--- src/rtl/pwm_ramp_ctrl.sv ---
// Avalon-MM ramp sequencer for a pwm core: walks pulse_width toward a
// target in bounded steps, one step every INTERVAL pwm period wraps.
module pwm_ramp_ctrl #(
    parameter int N          = 32,
    parameter int RST_PERIOD = 1000
) (
    input  logic         csi_clk,
    input  logic         reset_n,
    input  logic [2:0]   avs_s0_address,
    input  logic         avs_s0_chipselect,
    input  logic         avs_s0_read,
    output logic [31:0]  avs_s0_readdata,
    input  logic         avs_s0_write,
    input  logic [31:0]  avs_s0_writedata,
    input  logic [3:0]   avs_s0_byteenable,
    output logic         ins_irq,
    output logic [N-1:0] coe_period,
    output logic [N-1:0] coe_pulse_width,
    output logic         coe_pwm_enable,
    input  logic         coe_cycle_end
);

    typedef enum logic [1:0] {
        S_IDLE,
        S_WAIT,
        S_STEP,
        S_DONE
    } state_t;

    state_t state;

    logic         en;
    logic         irq_en;
    logic         done;
    logic [N-1:0] period;
    logic [N-1:0] target;
    logic [N-1:0] step;
    logic [N-1:0] interval;
    logic [N-1:0] current;
    logic [N-1:0] cnt;

    function automatic logic [31:0] merge(
        input logic [31:0] old,
        input logic [31:0] d,
        input logic [3:0]  be
    );
        logic [31:0] r;
        r = old;
        for (int i = 0; i < 4; i++) begin
            if (be[i]) r[i*8 +: 8] = d[i*8 +: 8];
        end
        return r;
    endfunction

    logic wr;
    logic rd;
    logic wr_ctrl;
    logic wr_status;
    logic wr_period;
    logic wr_target;
    logic wr_step;
    logic wr_interval;
    logic wr_current;
    logic start;
    logic en_next;
    logic busy;

    assign wr          = avs_s0_chipselect & avs_s0_write;
    assign rd          = avs_s0_chipselect & avs_s0_read;
    assign wr_ctrl     = wr && (avs_s0_address == 3'd0);
    assign wr_status   = wr && (avs_s0_address == 3'd1);
    assign wr_period   = wr && (avs_s0_address == 3'd2);
    assign wr_target   = wr && (avs_s0_address == 3'd3);
    assign wr_step     = wr && (avs_s0_address == 3'd4);
    assign wr_interval = wr && (avs_s0_address == 3'd5);
    assign wr_current  = wr && (avs_s0_address == 3'd6);

    assign start   = wr_ctrl & avs_s0_byteenable[0] & avs_s0_writedata[2];
    assign en_next = (wr_ctrl & avs_s0_byteenable[0]) ? avs_s0_writedata[0] : en;
    assign busy    = (state == S_WAIT) || (state == S_STEP);

    logic [31:0] period_m;
    logic [31:0] target_m;
    logic [31:0] step_m;
    logic [31:0] interval_m;
    logic [31:0] current_m;

    assign period_m   = merge(32'(period), avs_s0_writedata, avs_s0_byteenable);
    assign target_m   = merge(32'(target), avs_s0_writedata, avs_s0_byteenable);
    assign step_m     = merge(32'(step), avs_s0_writedata, avs_s0_byteenable);
    assign interval_m = merge(32'(interval), avs_s0_writedata, avs_s0_byteenable);
    assign current_m  = merge(32'(current), avs_s0_writedata, avs_s0_byteenable);

    // Next pulse width, computed one bit wider so neither direction wraps.
    logic [N:0]   s_eff;
    logic [N:0]   cur_x;
    logic [N:0]   tgt_x;
    logic [N:0]   sum;
    logic [N:0]   lim;
    logic [N:0]   diff;
    logic [N-1:0] nxt;
    logic [N-1:0] intv_ld;

    always_comb begin
        s_eff = (step == '0) ? (N+1)'(1) : {1'b0, step};
        cur_x = {1'b0, current};
        tgt_x = {1'b0, target};
        sum   = cur_x + s_eff;
        lim   = tgt_x + s_eff;
        diff  = cur_x - s_eff;
        nxt   = current;
        if (cur_x < tgt_x) begin
            nxt = (sum > tgt_x) ? target : sum[N-1:0];
        end else if (cur_x > tgt_x) begin
            nxt = (cur_x >= lim) ? diff[N-1:0] : target;
        end
        intv_ld = (interval == '0) ? N'(1) : interval;
    end

    logic [31:0] rd_mux;

    always_comb begin
        rd_mux = '0;
        unique case (avs_s0_address)
            3'd0: rd_mux = {30'd0, irq_en, en};
            3'd1: rd_mux = {30'd0, done, busy};
            3'd2: rd_mux = 32'(period);
            3'd3: rd_mux = 32'(target);
            3'd4: rd_mux = 32'(step);
            3'd5: rd_mux = 32'(interval);
            3'd6: rd_mux = 32'(current);
            3'd7: rd_mux = '0;
        endcase
    end

    always_ff @(posedge csi_clk) begin
        if (!reset_n) begin
            state           <= S_IDLE;
            en              <= 1'b0;
            irq_en          <= 1'b0;
            done            <= 1'b0;
            period          <= N'(RST_PERIOD);
            target          <= '0;
            step            <= N'(1);
            interval        <= N'(1);
            current         <= '0;
            cnt             <= '0;
            avs_s0_readdata <= '0;
        end else begin
            if (rd) avs_s0_readdata <= rd_mux;

            if (wr_ctrl && avs_s0_byteenable[0]) begin
                en     <= avs_s0_writedata[0];
                irq_en <= avs_s0_writedata[1];
            end
            if (wr_period)   period   <= period_m[N-1:0];
            if (wr_target)   target   <= target_m[N-1:0];
            if (wr_step)     step     <= step_m[N-1:0];
            if (wr_interval) interval <= interval_m[N-1:0];
            if (wr_current && !busy) current <= current_m[N-1:0];

            // Completion set beats a same-cycle clear.
            if (state == S_DONE) begin
                done <= 1'b1;
            end else if (wr_status && avs_s0_byteenable[0] && avs_s0_writedata[1]) begin
                done <= 1'b0;
            end

            unique case (state)
                S_IDLE, S_DONE: begin
                    if (start && en_next) begin
                        cnt   <= intv_ld;
                        state <= S_WAIT;
                    end else begin
                        state <= S_IDLE;
                    end
                end
                S_WAIT: begin
                    if (!en_next) begin
                        state <= S_IDLE;
                    end else if (start) begin
                        cnt <= intv_ld;
                    end else if (coe_cycle_end) begin
                        if (cnt == N'(1)) state <= S_STEP;
                        else cnt <= cnt - N'(1);
                    end
                end
                S_STEP: begin
                    if (!en_next) begin
                        state <= S_IDLE;
                    end else if (start) begin
                        cnt   <= intv_ld;
                        state <= S_WAIT;
                    end else begin
                        current <= nxt;
                        if (nxt == target) begin
                            state <= S_DONE;
                        end else begin
                            cnt   <= intv_ld;
                            state <= S_WAIT;
                        end
                    end
                end
                default: state <= S_IDLE;
            endcase
        end
    end

    assign coe_period      = period;
    assign coe_pulse_width = current;
    assign coe_pwm_enable  = en;
    assign ins_irq         = done & irq_en;

endmodule

--- config.mk ---
export PLATFORM = sky130hd
export DESIGN_NAME = pwm_ramp_ctrl
export DESIGN_NICKNAME = d
export VERILOG_FILES = /design/src/rtl/pwm_ramp_ctrl.sv
export SDC_FILE = /design/constraint.sdc
export NUM_CORES = 1
export LEC_CHECK = 0
export ABC_AREA = 1
export BUFFER_PORTS_ARGS = -buffer_cell sky130_fd_sc_hd__buf_2
export CORE_UTILIZATION = 52
export CTS_BUF_LIST = sky130_fd_sc_hd__clkbuf_4
export DETAILED_ROUTE_END_ITERATION = 10
export PLACE_DENSITY = 0.78
export SLEW_MARGIN = 20
export SYNTH_ARGS = -nofsm -noshare
export SYNTH_HDL_FRONTEND = slang
export SYNTH_SLANG_ARGS = --single-unit
--- constraint.sdc ---
create_clock -name csi_clk -period 16.94 [get_ports csi_clk]
set_input_delay 3.388 -clock csi_clk [delete_from_list [all_inputs] [get_ports csi_clk]]
set_output_delay 3.388 -clock csi_clk [all_outputs]
set_load 0.05 [all_outputs]
==> impl_metrics.env <==
export IMPL_syn_num_nets=3468
export IMPL_drt_iter0_markers=2356
export IMPL_die_area_sq_mm=0.0399
export IMPL_cp_arrival_ns=9.49
export IMPL_antenna_found_initial=4
export IMPL_wire_per_inst_microns=22.4
export IMPL_worst_path_largest_cell_delay_ns=0.48
export IMPL_gp_congestion=1.09
export IMPL_busiest_layer="met2"
export IMPL_layout_common_cells="nand2_1 (675), inv_1 (376), a21oi_1 (372)"
export IMPL_synth_edf_count=0
export IMPL_r2r_cells=44
export IMPL_avgSynthCellArea_sq_um=6.31
export IMPL_crit_path_top_delay_cell="nor4_1"
export IMPL_synth_async_reset_ratio_pct=0
export IMPL_timing_fmax_mhz=112
export IMPL_clock_path_buffers=3
export IMPL_postCtsSetupBuffers=0
export IMPL_p_per_area_mw_per_mm2=71.5
export IMPL_dieHeight_microns=200
export IMPL_final_common_cell="nand2_1"
export IMPL_area_growth_pct=8.40
export IMPL_synth_cell_type_count=59
export IMPL_row_count=72
export IMPL_netlist_area_sq_mm=0.0203
export IMPL_use_met1_pct=49.9
export IMPL_setup_viol=0
export IMPL_fin_crit_ns=8.89
export IMPL_yosysWarnings=0
export IMPL_cts_sinks=229
export IMPL_drt_pass1_iter_count=6
export IMPL_clockRootBuffer="clkbuf_4"
export IMPL_start_util_pct=52.6
export IMPL_ys_seq_elements=229
export IMPL_globalRouteMet2Util_pct=68.1
export IMPL_relSlewSlack_pct=31.4
export IMPL_peakVddDrop_v=0.0000633
export IMPL_grt_overflow=0
export IMPL_io_buffers=142
export IMPL_fin_tns_setup_ns=0
export IMPL_required_ns=17.54
export IMPL_cts_htree_levels=3
export IMPL_place_ws_ns=8.33
export IMPL_tightest_slew_ns=1.03
export IMPL_skew_ns=0.0627
export IMPL_nNetsFinal=3542
export IMPL_coreArea_sq_mm=0.0386
export IMPL_ctsResizeCount=0
export IMPL_drc=0
export IMPL_crit_fanout=36
export IMPL_ant_nets=0
export IMPL_drive_above_1_share_pct=9.21
export IMPL_holdBufCountCts=0
export IMPL_final_hold_violation_count=0
export IMPL_period_share_pct=52.5
export IMPL_hpwlAfterDp_microns=67900
export IMPL_finalWorstSetupSlack_ns=8.05
export IMPL_leakagePower_uw=0.0110
export IMPL_ios=143
export IMPL_viasPerCell=6.07
export IMPL_grt_setup_unrepaired="false"
export IMPL_grt_max_degree=85
export IMPL_crit_top_cell="nand2_1"
export IMPL_cp_end_kind="flip-flop"
export IMPL_outcome="finished clean"
export IMPL_holdPathStages=2
export IMPL_grt_pass1_vias=21700
export IMPL_netlist_instances=3223
export IMPL_gr_usage_met3_pct=7.01
export IMPL_cts_tree="yes"
export IMPL_cap_viol_max_count=0
export IMPL_grt_usage_pct=42.7
export IMPL_clk_latency_ns=0.73
export IMPL_cts_made_buffers=66
export IMPL_clkTransAtPathRegs_ns=0.06
export IMPL_grt_pass1_wl_microns=128000
export IMPL_die_x_microns=200
export IMPL_min_path_type="reg -> reg"
export IMPL_synth_main_ff_cell="dfxtp_1"
export IMPL_maxSlewViolCount=0
export IMPL_via_count=23400
export IMPL_ys_seq_area_share_pct=22.5
export IMPL_critPathKind="reg -> reg"
export IMPL_drt_wl_total_microns=86400
export IMPL_start_kind="flip-flop"
state kept, by name, indices dropped and copies added, names as in the netlist, 2 cells and up:
signal / flops
avs_s0_readdata: 32
cnt: 32
coe_period: 32
coe_pulse_width: 32
interval: 32
state: 2
step: 32
target: 32
per-stage QoR:
stage	power, uW	cells	util (%)	cell area, sq um	hold slack, ns
6_report	1580	3865	57.1	22100	0.464
5_1_grt	1650	3864	57.1	22000	0.488
4_1_cts	1560	3862	57.0	22000	0.463
3_5_place_dp	1020	3747	54.8	21200	0.453
3_3_place_gp	1020	3747	54.8	21200	0.450
2_1_floorplan	895	3223	-	20300	0.449
per-layer routing:
layer / vias up / share of wire (%)
met5: - / 0
met3: 412 / 8.4
li1: 11000 / -
met2: 1447 / 44
met4: 0 / 9.7
met1: 10600 / 38
cell usage after synthesis, drive strengths merged (21+ instances only):
library cell	instances	area (sq um)
buf	57	313
nor3	27	151
inv	387	1450
o21ai	280	1410
dfxtp	229	4580
nand3	250	1260
clkbuf	105	394
a21oi	375	1900
o22ai	29	181
xor2	84	736
nor4	27	169
nand4	23	159
a211oi	28	215
nor2	283	1080
o221ai	21	184
nand2	679	2570
ha	197	2460
cells by family after synthesis:
family / share of synthesized area [%]
AOI/OAI and AO/OA: 22.6
adders and majority gates: 12.4
and+or+nand+nor: 27.3
DFF: 22.5
xor gates and xnor gates: 4.43
buffers and inverters: 10.7
critical path, delay by kind of cell (launching register included):
kind,cells,cell delay [ns]
AOI/OAI and AO/OA,11,2.47
xor gates and xnor gates,1,0.19
adders and majority gates,2,0.52
buffers and inverters,4,0.89
DFF,1,0.34
and+or+nand+nor,26,4.29
where the power goes:
part / switching (uW) / internal [uW] / leakage [uW] / total (uW)
Sequential: 9.57 / 544 / 0.00185 / 554
Clock: 262 / 281 / 0.000502 / 544
Combinational: 344 / 134 / 0.00867 / 478
Total: 616 / 960 / 0.0110 / 1580
path summary, 6_finish.rpt:
check                                         start                  end  slack, ns
worst max register to register             step[26]              cnt[27]       8.05
worst min register to register  avs_s0_readdata[22]  avs_s0_readdata[22]       0.46
worst max-delay path                       step[26]              cnt[27]       8.05
worst min-delay path            avs_s0_readdata[22]  avs_s0_readdata[22]       0.46
cell type report:
class | instances | area, sq um
tap | 518 | 648
clock buffer | 91 | 683
timing repair buffer | 168 | 908
clock inverter | 24 | 164
antenna | 3 | 7.51
inverter | 390 | 1460
sequential | 229 | 4580
fill | 3931 | 16600
multi-input combinational | 2442 | 13600
(Power assumes the default switching activity.)
